## src/rtl/vram_arbiter.sv

```systemverilog
`default_nettype none
// ============================================================================
// Module   : vram_arbiter
// Brief    : Round-robin VRAM arbiter for NUM_CH requesters with burst lock.
// Revision : 1.0 - initial release
// ============================================================================
module vram_arbiter #(
    parameter int NUM_CH = 2,
    parameter int ADDR_W = 32,
    parameter int DATA_W = 16,
    parameter int MASK_W = 4
) (
    input  logic                       clk,
    input  logic                       reset_i,
    input  logic [NUM_CH-1:0]          req_sel_i,
    input  logic [NUM_CH-1:0]          req_wr_i,
    input  logic [NUM_CH-1:0]          req_lock_i,
    input  logic [NUM_CH*MASK_W-1:0]   req_mask_i,
    input  logic [NUM_CH*ADDR_W-1:0]   req_addr_i,
    input  logic [NUM_CH*DATA_W-1:0]   req_data_i,
    output logic [NUM_CH-1:0]          req_ack_o,
    output logic [DATA_W-1:0]          req_data_o,
    output logic [NUM_CH-1:0]          grant_o,
    output logic                       vram_sel_o,
    output logic                       vram_wr_o,
    output logic [MASK_W-1:0]          vram_mask_o,
    output logic [ADDR_W-1:0]          vram_addr_o,
    output logic [DATA_W-1:0]          vram_data_out_o,
    input  logic [DATA_W-1:0]          vram_data_in_i,
    input  logic                       vram_ack_i
);

    localparam int LAST_W = $clog2(NUM_CH);

    localparam logic [1:0] S_IDLE = 2'd0;
    localparam logic [1:0] S_BUSY = 2'd1;
    localparam logic [1:0] S_DONE = 2'd2;

    logic [1:0]          r_state;
    logic [1:0]          w_state_nxt;
    logic [LAST_W-1:0]   r_last;
    logic [LAST_W-1:0]   r_gidx;
    logic                r_vram_sel;
    logic                r_vram_wr;
    logic [MASK_W-1:0]   r_vram_mask;
    logic [ADDR_W-1:0]   r_vram_addr;
    logic [DATA_W-1:0]   r_vram_data;
    logic [NUM_CH-1:0]   r_req_ack;
    logic [DATA_W-1:0]   r_req_data;
    logic [NUM_CH-1:0]   r_grant;

    logic [LAST_W-1:0]   w_last_nxt;
    logic [LAST_W-1:0]   w_gidx_nxt;
    logic                w_vram_sel_nxt;
    logic                w_vram_wr_nxt;
    logic [MASK_W-1:0]   w_vram_mask_nxt;
    logic [ADDR_W-1:0]   w_vram_addr_nxt;
    logic [DATA_W-1:0]   w_vram_data_nxt;
    logic [NUM_CH-1:0]   w_req_ack_nxt;
    logic [DATA_W-1:0]   w_req_data_nxt;
    logic [NUM_CH-1:0]   w_grant_nxt;

    logic                w_any;
    logic                w_found;
    logic [LAST_W-1:0]   w_cand;
    logic [LAST_W-1:0]   w_win;
    logic                w_sel_wr;
    logic [MASK_W-1:0]   w_sel_mask;
    logic [ADDR_W-1:0]   w_sel_addr;
    logic [DATA_W-1:0]   w_sel_data;

    assign w_any = |req_sel_i;

    // A locked, still-requesting previous owner keeps the bus; otherwise
    // search upward from last+1 with wrap-around.
    always_comb begin
        w_win   = r_last;
        w_found = 1'b0;
        w_cand  = '0;
        if (req_lock_i[r_last] && req_sel_i[r_last]) begin
            w_found = 1'b1;
        end
        for (int i = 1; i <= NUM_CH; i++) begin
            w_cand = LAST_W'((int'(r_last) + i) % NUM_CH);
            if (!w_found && req_sel_i[w_cand]) begin
                w_win   = w_cand;
                w_found = 1'b1;
            end
        end
    end

    always_comb begin
        w_sel_wr   = 1'b0;
        w_sel_mask = '0;
        w_sel_addr = '0;
        w_sel_data = '0;
        for (int k = 0; k < NUM_CH; k++) begin
            if (w_win == LAST_W'(k)) begin
                w_sel_wr   = req_wr_i[k];
                w_sel_mask = req_mask_i[k*MASK_W +: MASK_W];
                w_sel_addr = req_addr_i[k*ADDR_W +: ADDR_W];
                w_sel_data = req_data_i[k*DATA_W +: DATA_W];
            end
        end
    end

    always_ff @(posedge clk or negedge reset_i) begin
        if (!reset_i) begin
            r_state     <= S_IDLE;
            r_last      <= LAST_W'(NUM_CH - 1);
            r_gidx      <= '0;
            r_vram_sel  <= 1'b0;
            r_vram_wr   <= 1'b0;
            r_vram_mask <= '0;
            r_vram_addr <= '0;
            r_vram_data <= '0;
            r_req_ack   <= '0;
            r_req_data  <= '0;
            r_grant     <= '0;
        end else begin
            r_state     <= w_state_nxt;
            r_last      <= w_last_nxt;
            r_gidx      <= w_gidx_nxt;
            r_vram_sel  <= w_vram_sel_nxt;
            r_vram_wr   <= w_vram_wr_nxt;
            r_vram_mask <= w_vram_mask_nxt;
            r_vram_addr <= w_vram_addr_nxt;
            r_vram_data <= w_vram_data_nxt;
            r_req_ack   <= w_req_ack_nxt;
            r_req_data  <= w_req_data_nxt;
            r_grant     <= w_grant_nxt;
        end
    end

    always_comb begin
        w_state_nxt = r_state;
        case (r_state)
            S_IDLE:  if (w_any) w_state_nxt = S_BUSY;
            S_BUSY:  if (vram_ack_i) w_state_nxt = S_DONE;
            S_DONE:  w_state_nxt = S_IDLE;
            default: w_state_nxt = S_IDLE;
        endcase
    end

    // Next values of the registered outputs; anything not assigned holds.
    always_comb begin
        w_last_nxt      = r_last;
        w_gidx_nxt      = r_gidx;
        w_vram_sel_nxt  = r_vram_sel;
        w_vram_wr_nxt   = r_vram_wr;
        w_vram_mask_nxt = r_vram_mask;
        w_vram_addr_nxt = r_vram_addr;
        w_vram_data_nxt = r_vram_data;
        w_req_ack_nxt   = '0;
        w_req_data_nxt  = r_req_data;
        w_grant_nxt     = r_grant;
        case (r_state)
            S_IDLE: begin
                if (w_any) begin
                    w_gidx_nxt      = w_win;
                    w_vram_sel_nxt  = 1'b1;
                    w_vram_wr_nxt   = w_sel_wr;
                    w_vram_mask_nxt = w_sel_mask;
                    w_vram_addr_nxt = w_sel_addr;
                    w_vram_data_nxt = w_sel_data;
                    w_grant_nxt     = NUM_CH'(1) << w_win;
                end else begin
                    w_vram_sel_nxt  = 1'b0;
                    w_grant_nxt     = '0;
                end
            end
            S_BUSY: begin
                if (vram_ack_i) begin
                    w_vram_sel_nxt = 1'b0;
                    w_req_ack_nxt  = r_grant;
                    w_last_nxt     = r_gidx;
                    if (!r_vram_wr) w_req_data_nxt = vram_data_in_i;
                end
            end
            S_DONE: begin
                w_grant_nxt = '0;
            end
            default: begin
                w_vram_sel_nxt = 1'b0;
                w_grant_nxt    = '0;
            end
        endcase
    end

    assign req_ack_o       = r_req_ack;
    assign req_data_o      = r_req_data;
    assign grant_o         = r_grant;
    assign vram_sel_o      = r_vram_sel;
    assign vram_wr_o       = r_vram_wr;
    assign vram_mask_o     = r_vram_mask;
    assign vram_addr_o     = r_vram_addr;
    assign vram_data_out_o = r_vram_data;

endmodule
`default_nettype wire

```

## config.mk

```make
export PLATFORM = sky130hd
export DESIGN_NAME = vram_arbiter
export DESIGN_NICKNAME = d
export VERILOG_FILES = /design/src/rtl/vram_arbiter.sv
export SDC_FILE = /design/constraint.sdc
export NUM_CORES = 1
export LEC_CHECK = 0
export CAP_MARGIN = 40
export CORE_MARGIN = 4
export CORE_UTILIZATION = 39
export CTS_BUF_LIST = sky130_fd_sc_hd__clkbuf_8
export DETAILED_ROUTE_END_ITERATION = 10
export PLACE_DENSITY_LB_ADDON = 0.08
export SYNTH_ARGS = -nofsm -noshare
export SYNTH_HDL_FRONTEND = slang
export SYNTH_SLANG_ARGS = --single-unit
```

## constraint.sdc

```tcl
create_clock -name clk -period 2.4 [get_ports clk]
set_clock_uncertainty 0.1 [all_clocks]
set_input_delay 0.24 -clock clk [delete_from_list [all_inputs] [get_ports clk]]
set_output_delay 0.24 -clock clk [all_outputs]
set_load 0.01 [all_outputs]
```

# Word level (Yosys, flattened, before mapping)
# Cells that the tools add are included.
totals:
  out_inout_bits: 74
  input_bits: 129
  word_cells: 61
  register_bits: 78
op_classes:
  addsub: 2
  n_eq_ne: 4
  reduce_logical: 12
  n_bitwise: 2
  n_mux: 26
  order_cmp: 3
  n_shift: 1
ops:
  columns: ["cell", "count"]
  rows:
  - ["two-way mux 32 bit", 1]
  - ["two-way mux 16 bit", 1]
  - ["two-way mux 1 bit", 15]
  - ["two-way mux 2 bit", 5]
  - ["case mux 2 bit (2 select lines)", 2]
  - ["AND reduction 2 bit", 4]
  - ["< comparator 1 x 2 -> 1 bit, second input constant", 3]
  - ["two-way mux 4 bit", 1]
  - ["inequality test 2 bit, second input constant", 2]
  - ["logical AND 1 bit", 3]
  - ["case mux 1 bit (3 select lines)", 1]
  - ["AND reduction 3 bit", 1]
  - ["adder 1 bit, second input constant", 2]
  - ["== test 2 x 1 -> 1 bit, second input constant", 1]
  - ["== test 2 bit, second input constant", 1]
  - ["logical NOT 1 bit", 2]
  - ["logical NOT 2 bit", 1]
  - ["NOT 1 bit", 2]
  - ["OR reduction 2 bit", 1]
  - ["left shift 1 x 1 -> 2 bit, first input constant", 1]

# Depth between registers and ports, before layout
logic_depth:
  word_depth: 13
  depth_mapped: 6
  depth_no_buf: 4

# Worst setup path before layout
# Ideal clock, no wire load.
synth_timing:
  path_kind: "register -> register"
  startpoint: "register r_state[1]"
  endpoint: "register r_req_data[10] (netlist: req_data_o[10])"
  t_arrival_ps: 1412
  path_buffers: 1
  path_stages_with_launch: 6
  required_ps: 2172
  setup_slack_ps: 760
  setup_ps: 128
  path_cell_list: "dfrtp_1 > and2b_1 > nand2_1 > nor2_4 > buf_4 > mux2_1"
synth_via:
  elab_chain_len: 2
synth_lines:
  columns: ["item", "line_no", "source"]
  rows:
  - ["start: declaration", "39", "logic [1:0] r_state;"]
  - ["start signal: assignment", "121", "r_state <= w_state_nxt;"]
  - ["== test 2 x 1 -> 1 bit", "157", "case (r_state)"]
  - ["AND reduction 3 bit (no line)", null, null]
  - ["end signal: assignment", "130", "r_req_data <= w_req_data_nxt;"]
  - ["end: declaration", "49", "logic [DATA_W-1:0] r_req_data;"]
# Every way passes these cells.
# A chain may end at the register's enable or synchronous reset.

# Final worst setup path
layout_timing:
  startpoint: "register r_state[1]"
  endpoint: "register r_req_data[8] (netlist: req_data_o[8])"
# Same word-level chain as after synthesis.

==> results.toml <==
[run_status]
status = "finished clean"

[sta]
holdWs_ns = 0.351
finalCriticalPeriod_ns = 1.86
rsz0062_at_grt = "no"
min_period_over_period = 0.776
worst_slew_pin_slew_ns = 0.618
setup_viol = 0
clock.fmax_mhz = 537
hold_viol_final = 0
slew_viol_final = 0
finalSetupTns_ns = 0
slew-limit-headroom = 0.588

[cells_and_area]
final_area_mm2 = 0.00572
drive_gt1_frac = 0.0659
final_cell_mix = "clkdlybuf4s50_1, dfrtp_1, nand2_1"
layout.cells.most_common = "clkdlybuf4s50_1"
antenna_cells = 0
nets = 625
synthToLayoutAreaGrowth_pct = 68.7
fillers = 668

[worst_setup_path]
cp-startpoint = "r_state[1]$_DFFE_PN0P_"
cp.depth = 4
critPathBufInv = 0
endpoint = "req_data_o[8]$_DFFE_PN0P_"
critPathArrivalTime_ns = 1.98
critical-path-slowest-cell = "nor2_4"
endpoint_kind = "flop"
r2r_end = "req_data_o[8]$_DFFE_PN0P_"
max_stage_delay_ns = 0.42
crit_type = "flop to flop"
crit_chain = "and2b_1 -> nand2_1 -> nor2_4 -> mux2_1"
cp_top_family = "simple AND/OR/NAND/NOR gates"
rr_startpoint = "r_state[1]$_DFFE_PN0P_"
cp_data_required_time_ns = 2.52
start_kind = "flop"
r2r_slack_ns = 0.54
crit_fanout = 16
reg2reg_depth = 4

[routing]
vias = 2881
drt-pass1-iter-count = 6
vias_per_cell = 4.75
dr.first_iter.drc_count = 46
ant_nets = 0
drc = 0
wl_mm = 9.27
wl_per_cell_um = 15.3

[global_route]
grt_use_met1 = 0.194
met2_usage = 0.322
grt_max_degree = 69
grt_pass1_vias = 2959
grtUsageMet3 = 0.0723
antenna_found_initial = 0
grt_overflow = 0
grt_pass1_wl_mm = 14.3
gr-max-usage-layer = "met2"
grt_use_total = 0.179

[synthesis]
netlist_instances = 296
syn-num-nets = 425
yosysUniqueCellTypes = 22
synth_seq_cells = 78
yosys.area.top_type = "dfrtp_1"
synth_top_family_by_area = "multiplexers"
yosysWarnings = 0
synth_fa_ha_area_frac = 0
synth.area.top_cells = "dfrtp_1, mux2i_1, o21ai_1, nand2_1, mux2_1"
synth-seq-area-share = 0.576
netlist_area_mm2 = 0.00339
avgSynthCellArea_um2 = 11.5
synth_xor_area_frac = 0
muxShareOfSynthArea = 0.213
synth_compound_area_frac = 0.0985
yosysTopAreaCellShare = 0.568
synth-simple-area-share = 0.0782

[clock_tree]
insertion_delay_ns = 0.34
cts_tree = "built"
cts_num_sinks = 78
cts_resized = 0
clk_path_buf_depth = 2
clk_pin_slew_ns = 0.08
cts_buffers = 9
cts_max_level = 3
post_cts_buffers = 0
root_buffer = "clkbuf_8"

[floorplan]
fp.coreArea_mm2 = 0.00834
ios = 203
die_w_um = 101
start_util = 0.407
num_rows = 33
die_h_um = 101
die_area_mm2 = 0.0103

[power]
powerDensity_mw_per_mm2 = 1120
p_leak_nw = 2.53
vdd_drop_max_mv = 0.497
total_power_mw = 6.40

[placed_design]
io_buffer_count = 202
dpl-instance-area_mm2 = 0.00553
dp.final_hpwl_mm = 7.11
place.gp.congestion = 0.762

[min_path]
hold_class = "primary input to asynchronous set/reset pin"

[job]
cap_violations = 0
how the worst min path moves through the flow:
stage / startpoint / end / slack, ns / depth (start not counted)
after floorplan: reset_i / grant_o[0]$_DFFE_PN0P_ / -0.16 / 0
after global placement: reset_i / req_data_o[3]$_DFFE_PN0P_ / 0.20 / 1
after detailed placement: reset_i / req_data_o[3]$_DFFE_PN0P_ / 0.20 / 1
after CTS: reset_i / req_data_o[3]$_DFFE_PN0P_ / 0.36 / 2
after global routing: vram_data_in_i[10] / req_data_o[10]$_DFFE_PN0P_ / 0.37 / 2
final: reset_i / req_data_o[3]$_DFFE_PN0P_ / 0.35 / 2
timing repair:
| action | 4_1_cts | 5_1_grt |
|---|---|---|
| hold endpoints to repair | 46 | 0 |
| hold buffers | 1 | 0 |
| endpoints found under the setup margin | 0 | 0 |
synth_stat cells:
cell	n
dfrtp_1	77
nand2_1	58
o21ai_1	57
mux2i_1	53
clkbuf_1	12
mux2_1	10
mux2_2	7
buf_6	5
and3_1	2
nand2b_1	2
o21ai_0	2
a21bo_1	1
a22o_1	1
a22oi_2	1
and2b_1	1
buf_2	1
buf_4	1
dfstp_2	1
inv_1	1
nor2_1	1
nor2_4	1
o21a_1	1
layer usage:
metal / up-vias / share of wire
li1: 1415 / -
met1: 1346 / 0.37
met5: - / 0
met3: 7 / 0.089
met4: 0 / 0.0096
met2: 113 / 0.53
layout make-up:
class,count,area [µm²],area share
Clock inverter,5,33.8,0.00590
Tap cell,105,131,0.0230
Inverter,1,3.75,0.000656
Clock buffer,11,151,0.0265
Multi-Input combinational cell,198,1330,0.233
Sequential cell,78,1950,0.341
Timing Repair Buffer,208,2120,0.370
state kept, by name, summed over array words and instances, names as in the netlist:
signal / flops
vram_data_out_o: 16
vram_sel_o: 1
r_last: 1
vram_addr_o: 32
r_state: 2
grant_o: 2
vram_wr_o: 1
req_ack_o: 2
req_data_o: 16
r_gidx: 1
vram_mask_o: 4
cell families after synthesis:
logic type             count (synthesis)
flip-flops                            78
multiplexers                          70
AND/OR/NAND/NOR                       65
AO/OA/AOI/OAI                         63
buffers and inverters                 20
metrics by stage:
| step | util | setup slack [ns] | std cells |
|---|---|---|---|
| finish | 0.686 | 0.538 | 606 |
| global route | 0.686 | 0.416 | 606 |
| floorplan | - | 0.760 | 296 |
| global placement | 0.663 | 0.280 | 589 |
| detailed placement | 0.663 | 0.220 | 589 |
| CTS | 0.686 | 0.528 | 606 |
report_power, final:
group          switching [mW]  internal (mW)  leakage, nW  total [mW]
clock network           0.477          0.430       0.0913       0.907
registers               0.329           1.96        0.955        2.29
logic                    1.41           1.80         1.49        3.21
worst reg2reg max path, cell delays in order, from the launching register on:
cell and delay (ns):
dfrtp_1 0.41, and2b_1 0.27, nand2_1 0.15, nor2_4 0.42, mux2_1 0.40
Power figures use the tool's default switching activity.
